## src/rtl/muldiv_unit.sv

```systemverilog
// Iterative radix-2 multiply / restoring-divide unit holding architectural HI/LO registers.
// Optional build macro MULDIV_EARLY_OUT_EN lets multiplies finish once the remaining multiplier bits are zero.
module muldiv_unit #(
    parameter int WIDTH = 32
) (
    input  logic             clk,
    input  logic             rst_n,
    input  logic             start,
    input  logic [1:0]       op,
    input  logic [WIDTH-1:0] A,
    input  logic [WIDTH-1:0] B,
    input  logic             hi_we,
    input  logic             lo_we,
    input  logic [WIDTH-1:0] wdata,
    output logic             busy,
    output logic             done,
    output logic [WIDTH-1:0] HI,
    output logic [WIDTH-1:0] LO
);
    localparam int CW = $clog2(WIDTH + 1);

    typedef enum logic [1:0] {IDLE, RUN, FIX} state_t;

    state_t           state_q, state_d;
    logic [CW-1:0]    cnt_q, cnt_d;
    logic [WIDTH-1:0] acc_hi_q, acc_hi_d;
    logic [WIDTH-1:0] acc_lo_q, acc_lo_d;
    logic [WIDTH-1:0] opnd_q, opnd_d;
    logic [WIDTH-1:0] hi_q, hi_d;
    logic [WIDTH-1:0] lo_q, lo_d;
    logic             is_div_q, is_div_d;
    logic             neg_res_q, neg_res_d;
    logic             neg_rem_q, neg_rem_d;
    logic             done_q, done_d;

    logic [WIDTH-1:0]   mag_a, mag_b;
    logic [WIDTH:0]     add_sum;
    logic [WIDTH:0]     div_shift;
    logic [WIDTH-1:0]   div_diff;
    logic               div_ge;
    logic [2*WIDTH-1:0] prod, fix_prod;
    logic               mul_last;

    assign mag_a = (op[0] && A[WIDTH-1]) ? -A : A;
    assign mag_b = (op[0] && B[WIDTH-1]) ? -B : B;

    // acc_hi/acc_lo are shared: product halves for multiply, remainder/quotient for divide
    assign add_sum   = {1'b0, acc_hi_q} + (acc_lo_q[0] ? {1'b0, opnd_q} : '0);
    assign div_shift = {acc_hi_q, acc_lo_q[WIDTH-1]};
    assign div_ge    = (div_shift >= {1'b0, opnd_q});
    assign div_diff  = div_shift[WIDTH-1:0] - opnd_q;

`ifdef MULDIV_EARLY_OUT_EN
    logic [WIDTH-1:0] mrem_q, mrem_d;

    assign mul_last = !is_div_q && (mrem_q[WIDTH-1:1] == '0);
    // an early exit leaves cnt_q iterations of pure shifting still owed to the product
    assign prod     = {acc_hi_q, acc_lo_q} >> cnt_q;

    always_comb begin
        mrem_d = mrem_q;
        if (state_q == IDLE && start) begin
            mrem_d = mag_b;
        end else if (state_q == RUN) begin
            mrem_d = mrem_q >> 1;
        end
    end

    always_ff @(posedge clk or negedge rst_n) begin
        if (!rst_n) begin
            mrem_q <= '0;
        end else begin
            mrem_q <= mrem_d;
        end
    end
`else
    assign mul_last = 1'b0;
    assign prod     = {acc_hi_q, acc_lo_q};
`endif

    assign fix_prod = neg_res_q ? -prod : prod;

    always_comb begin
        state_d   = state_q;
        cnt_d     = cnt_q;
        acc_hi_d  = acc_hi_q;
        acc_lo_d  = acc_lo_q;
        opnd_d    = opnd_q;
        hi_d      = hi_q;
        lo_d      = lo_q;
        is_div_d  = is_div_q;
        neg_res_d = neg_res_q;
        neg_rem_d = neg_rem_q;
        done_d    = 1'b0;
        case (state_q)
            IDLE: begin
                if (start) begin
                    state_d   = RUN;
                    cnt_d     = CW'(WIDTH - 1);
                    is_div_d  = op[1];
                    opnd_d    = op[1] ? mag_b : mag_a;
                    acc_hi_d  = '0;
                    acc_lo_d  = op[1] ? mag_a : mag_b;
                    // a zero divisor keeps the all-ones quotient unnegated
                    neg_res_d = op[0] && (A[WIDTH-1] ^ B[WIDTH-1]) && (!op[1] || (B != '0));
                    neg_rem_d = op[0] && A[WIDTH-1];
`ifdef MULDIV_EARLY_OUT_EN
                    if (!op[1] && (B == '0)) begin
                        state_d = FIX;
                        cnt_d   = CW'(WIDTH);
                    end
`endif
                end else begin
                    if (hi_we) begin
                        hi_d = wdata;
                    end
                    if (lo_we) begin
                        lo_d = wdata;
                    end
                end
            end
            RUN: begin
                if (is_div_q) begin
                    if (div_ge) begin
                        acc_hi_d = div_diff;
                        acc_lo_d = {acc_lo_q[WIDTH-2:0], 1'b1};
                    end else begin
                        acc_hi_d = div_shift[WIDTH-1:0];
                        acc_lo_d = {acc_lo_q[WIDTH-2:0], 1'b0};
                    end
                end else begin
                    acc_hi_d = add_sum[WIDTH:1];
                    acc_lo_d = {add_sum[0], acc_lo_q[WIDTH-1:1]};
                end
                if ((cnt_q == '0) || mul_last) begin
                    state_d = FIX;
                end else begin
                    cnt_d = cnt_q - CW'(1);
                end
            end
            FIX: begin
                state_d = IDLE;
                done_d  = 1'b1;
                if (is_div_q) begin
                    hi_d = neg_rem_q ? -acc_hi_q : acc_hi_q;
                    lo_d = neg_res_q ? -acc_lo_q : acc_lo_q;
                end else begin
                    hi_d = fix_prod[2*WIDTH-1:WIDTH];
                    lo_d = fix_prod[WIDTH-1:0];
                end
            end
            default: state_d = IDLE;
        endcase
    end

    always_ff @(posedge clk or negedge rst_n) begin
        if (!rst_n) begin
            state_q   <= IDLE;
            cnt_q     <= '0;
            acc_hi_q  <= '0;
            acc_lo_q  <= '0;
            opnd_q    <= '0;
            hi_q      <= '0;
            lo_q      <= '0;
            is_div_q  <= 1'b0;
            neg_res_q <= 1'b0;
            neg_rem_q <= 1'b0;
            done_q    <= 1'b0;
        end else begin
            state_q   <= state_d;
            cnt_q     <= cnt_d;
            acc_hi_q  <= acc_hi_d;
            acc_lo_q  <= acc_lo_d;
            opnd_q    <= opnd_d;
            hi_q      <= hi_d;
            lo_q      <= lo_d;
            is_div_q  <= is_div_d;
            neg_res_q <= neg_res_d;
            neg_rem_q <= neg_rem_d;
            done_q    <= done_d;
        end
    end

    assign busy = (state_q != IDLE);
    assign done = done_q;
    assign HI   = hi_q;
    assign LO   = lo_q;
endmodule

```

## config.mk

```make
export PLATFORM = sky130hd
export DESIGN_NAME = muldiv_unit
export DESIGN_NICKNAME = d
export VERILOG_FILES = /design/src/rtl/muldiv_unit.sv
export SDC_FILE = /design/constraint.sdc
export NUM_CORES = 1
export LEC_CHECK = 0
export BUFFER_PORTS_ARGS = -buffer_cell sky130_fd_sc_hd__clkbuf_2
export CORE_MARGIN = 1
export CORE_UTILIZATION = 35
export DETAILED_ROUTE_END_ITERATION = 16
export MAX_ROUTING_LAYER = met4
export SYNTH_ARGS = -nofsm -noshare
export SYNTH_HDL_FRONTEND = slang
export SYNTH_SLANG_ARGS = --single-unit
```

## constraint.sdc

```tcl
create_clock -name clk -period 5.35 [get_ports clk]
set_clock_uncertainty 0.1 [all_clocks]
set_input_delay 0.535 -clock clk [delete_from_list [all_inputs] [get_ports clk]]
set_output_delay 0.535 -clock clk [all_outputs]
set_load 0.005 [all_outputs]
```

======== Yosys cells after proc, flatten, opt, wreduce, memory -nomap -nowiden ========
Cells that the tools add are included.
storage, ports and cells
  flip-flop bits (word level) ............. 172
  input port bits ......................... 103
  output and inout port bits .............. 66
cells by class
  mux-type cells .......................... 31
  order comparisons ....................... 1
  bitwise operators ....................... 1
  reductions and logical operators ........ 18
  add/sub/neg operators ................... 8
  equal/unequal tests ..................... 8
operator list
  cell                                                 number
  two-way mux 32 bit                                   18
  one-hot mux 32 bit (2 select lines)                  4
  negator 32 bit                                       4
  two-way mux 64 bit                                   1
  negator 64 bit                                       1
  adder 32 x 32 -> 33 bit                              1
  >= comparator 33 x 32 -> 1 bit                       1
  nonzero test 32 bit                                  1
  subtractor 32 bit                                    1
  two-way mux 6 bit                                    2
  != test 2 bit, second input constant                 6
  one-hot mux 6 bit (2 select lines)                   1
  AND reduction 3 bit                                  3
  logical NOT 6 bit                                    1
  AND reduction 2 bit                                  3
  nonzero test 2 bit                                   3
  subtractor 6 x 1 -> 6 bit, second input constant     1
  logical AND 1 bit                                    4
  two-way mux 2 bit                                    2
  one-hot mux 2 bit (2 select lines)                   1
  equality test 2 x 1 -> 1 bit, second input constant  1
  equality test 2 bit, second input constant           1
  logical NOT 2 bit                                    1
  two-way mux 1 bit                                    2
  3 further kinds                                      3

======== Longest topological paths before layout ========
  depth in word-level cells ............... 5
  mapped depth ............................ 16
  depth with buffers taken out ............ 14

======== Worst setup path before layout ========
OpenSTA, ideal clock, no wires.
  path type ............................... reg-to-reg
  start point ............................. register acc_lo_q[0]
  end point ............................... register acc_hi_q[27]
  path slack .............................. 1.599 ns
  library setup time ...................... 0.126 ns
  clock period less this slack ............ 3.751 ns
  data arrival time ....................... 3.525 ns
  cell stages (with the launch flop) ...... 16
  data required time ...................... 5.124 ns
  path through ............................ dfrtp_1 clkbuf_1 inv_1 clkbuf_1 nor2_1 ha_1 nor2b_1 o21ai_0 a21oi_1 a2111oi_0 o41ai_1 o21ai_0 o21ai_0 a311oi_1 xnor2_1 a221o_1
on the way
  word-level cells in the longest chain between the ends .. 4
ends and longest elaborated chain
  item                                 line  RTL
  start: declaration                   27    logic [WIDTH-1:0] acc_lo_q, acc_lo_d;
  start signal: assignment             173   acc_lo_q <= acc_lo_d;
  two-way mux 32 bit                   48    assign add_sum = {1'b0, acc_hi_q} + (acc_lo_q[0] ? {1'b0, opnd_q} : '0);
  adder 32 x 32 -> 33 bit              48
  two-way mux 32 bit                   123   if (is_div_q) begin
  one-hot mux 32 bit (2 select lines)  95    case (state_q)
  end signal: assignment               172   acc_hi_q <= acc_hi_d;
  end: declaration                     26    logic [WIDTH-1:0] acc_hi_q, acc_hi_d;
No other way between the ends.
A chain may end at the register's enable or synchronous reset.

======== Worst setup path after layout ========
Ends and elaborated chain as after synthesis.

==> results.md <==
* Layout Cells excl Fill at 2543
* PnR worst setup slack at 0.954 ns
* Global-route wire length before repair at 83.4 mm
* Remaining routing DRC violations at 0
* Flops & latches, synth at 172
* Total core area at 0.0421 mm2
* Syn Inst Count at 1905
* Slowest CP cell: a2111oi_0
* Post-synthesis cell area at 0.0150 mm2
* Sequential share of the synthesized area at 0.286
* Tcrit/Tclk final at 0.822
* Drt total wl at 54.7 mm
* Async SR Flop Fraction at 1.00
* Hold Buf Count CTS at 0
* Row count at 75
* Die area at 0.0438 mm2
* Clock-pin slew of the registers on the worst-case setup and hold paths at 0.07 ns
* Routed wire per std cell at 21.5 um
* CTS Buf Count at 17
* Layout area overhead at 12.0%
* Cell family with most CP delay: compound AO/OA/AOI/OAI gates
* Fin Setup TNS at 0 ns
* Worst Path Buf+Inv at 2
* Most frequent cells in the layout: nand2_1, o21ai_0, dfrtp_1, nor2_1, clkbuf_2
* Clock sinks at 172
* CTS tree: done
* Static Leak at 6.96 nW
* Routed vias at 14741
* Nets at 2167
* Syn. warnings at 0
* Iteration-0 DRC Markers at 1532
* Total track usage at 0.255
* Highest clock rate at 227 MHz
* Avg Inst Size Synth at 7.89 um2
* Max Slew Vio Count at 0
* I/O pin total at 169
* Port bufs at 168
* Buffer depth of the longest clock path at 2
* HP Class: primary input to async pin
* Layout cells sized above 1 at 0.126
* Grt total ovfl at 0
* Endpoints failing hold at 0
* Relative slew slack at 0.105
* Critical Path Source Type: register
* Placed instance count at 2512
* CP peak stage delay at 0.72 ns
* Quantity of gates resized following cts at 0
* Initial antenna violation count at 0
* RePlAce Congestion at 0.966
* Required time of the worst setup path at 5.58 ns
* Die W at 209 um
* DR pass1 iterations at 6
* Post-synth EDFFs at 0
* RSZ-0062 raised after global routing: false
* HPWL after detailed placement at 43.0 mm
* CP Cell Sequence: inv_1 -> buf_4 -> nor2_1 -> ha_1 -> o21ai_0 -> a21oi_1 -> a2111oi_0 -> o41ai_1 -> o21ai_0 -> o21ai_0 -> a311oi_1 -> xnor2_1 -> a221o_1
* Cell Pwr Density at 165 mW/mm2
* Pin count of the biggest net entering global routing at 90
* Worst-path maximum fanout at 30
* Initial Util at 0.357
* Critical path endpoint category: register
* Dpl ws at 1.08 ns
* MaxCap Viol Count at 0
* Post-synthesis cell type count at 68
* Commonest non-fill, non-tap cell in the layout: nand2_1
* Finish-stage setup viols at 0
* VDD IR max at 0.193 mV
* Worst skew pair latency at 0.45 ns
* Critical Path AT at 4.63 ns
* Status: complete, no violations
* Post-synth net total at 2080
* H-tree Lvls at 4
* Vias per cell at 5.80
* Setup bufs post-CTS at 0
* ANT cells at 0
* Root buf cell: clkbuf_16
* Tightest Pin Transition at 1.34 ns
* Vias in the first global route at 13792
* Worst setup path class: register to register
* Post-route minimum period at 4.40 ns
* CP dominant cell by count: o21ai_0
* Routed Antenna Nets at 0
* Die Ht at 209 um
* Fillcell total at 4273
* Main synth FF type: dfrtp_1
* Total power at 0.00279 W
-- per-layer routing --
layer	track usage	routed length (um)	part of all wire
met1	0.372	26500	0.48
met2	0.375	24000	0.44
met3	0.0313	3380	0.062
met4	0.0527	850	0.016
met5	-	0	0
-- power by group --
| group | switching, W | leakage [nW] | total (W) | internal, W |
|---|---|---|---|---|
| Sequential | 0 | 1.81 | 0.00130 | 0.00130 |
| Combinational | 0.000161 | 4.88 | 0.000239 | 0.0000784 |
| Clock | 0.000596 | 0.268 | 0.00125 | 0.000651 |
-- sequential cells by signal (all words and copies together) (netlist names) --
register and count:
done 1, state_q 2, HI 32, is_div_q 1, cnt_q 6, neg_rem_q 1
neg_res_q 1, acc_lo_q 32, acc_hi_q 32, opnd_q 32, LO 32
-- cells in the mapped netlist (36+ instances only) --
library cell | n | area, um2
nand2_1 | 207 | 777
mux2i_1 | 99 | 991
xor2_1 | 71 | 622
nor3_1 | 36 | 180
clkbuf_1 | 101 | 379
ha_1 | 70 | 876
inv_1 | 69 | 259
dfrtp_1 | 172 | 4300
o21ai_0 | 192 | 961
a211oi_1 | 54 | 405
xnor2_1 | 107 | 937
a21oi_1 | 152 | 761
nor2_1 | 168 | 631
-- final cells by class --
type	instances	area, um2	area share
Multi-Input combinational cell	1545	10000	0.596
Sequential cell	172	4310	0.256
Timing Repair Buffer	187	990	0.0588
Tap cell	539	674	0.0401
Clock buffer	18	429	0.0255
Inverter	69	259	0.0154
Clock inverter	13	138	0.00817
-- kinds of logic (layout without fill, tap and decap cells) --
| family | count (synthesis) | in the layout | synth area share |
|---|---|---|---|
| AO/OA/AOI/OAI | 591 | 591 | 0.242 |
| XOR/XNOR | 178 | 178 | 0.104 |
| adder cells (fa/ha/maj) | 72 | 72 | 0.0609 |
| buffers and inverters | 188 | 287 | 0.0470 |
| flip-flops | 172 | 172 | 0.286 |
| multiplexers | 115 | 115 | 0.0779 |
| AND/OR/NAND/NOR | 589 | 589 | 0.183 |
-- stage by stage --
stage / utilization / instance area, um2 / hold WS, ns
floorplan: - / 15000 / 0.139
global placement: 0.386 / 16300 / 0.362
detailed placement: 0.386 / 16300 / 0.373
CTS: 0.400 / 16800 / 0.114
global route: 0.400 / 16800 / 0.147
finish: 0.400 / 16800 / 0.0870
-- final timing paths --
check	slack [ns]	cells past startpoint	from	endpoint
hold reg to reg	0.39	2	opnd_q[19]$_DFFE_PN0P_	opnd_q[19]$_DFFE_PN0P_
max in group asynchronous	3.91	2	rst_n	acc_hi_q[5]$_DFFE_PN0P_
min in group clk	0.28	3	A[31]	opnd_q[31]$_DFFE_PN0P_
setup / recovery	0.95	13	acc_lo_q[0]$_DFFE_PN0P_	acc_hi_q[27]$_DFFE_PN0P_
hold / removal	0.09	1	rst_n	HI[28]$_DFFE_PN0P_
setup reg to reg	0.95	13	acc_lo_q[0]$_DFFE_PN0P_	acc_hi_q[27]$_DFFE_PN0P_
No activity file was read; power rests on OpenSTA's default activity.
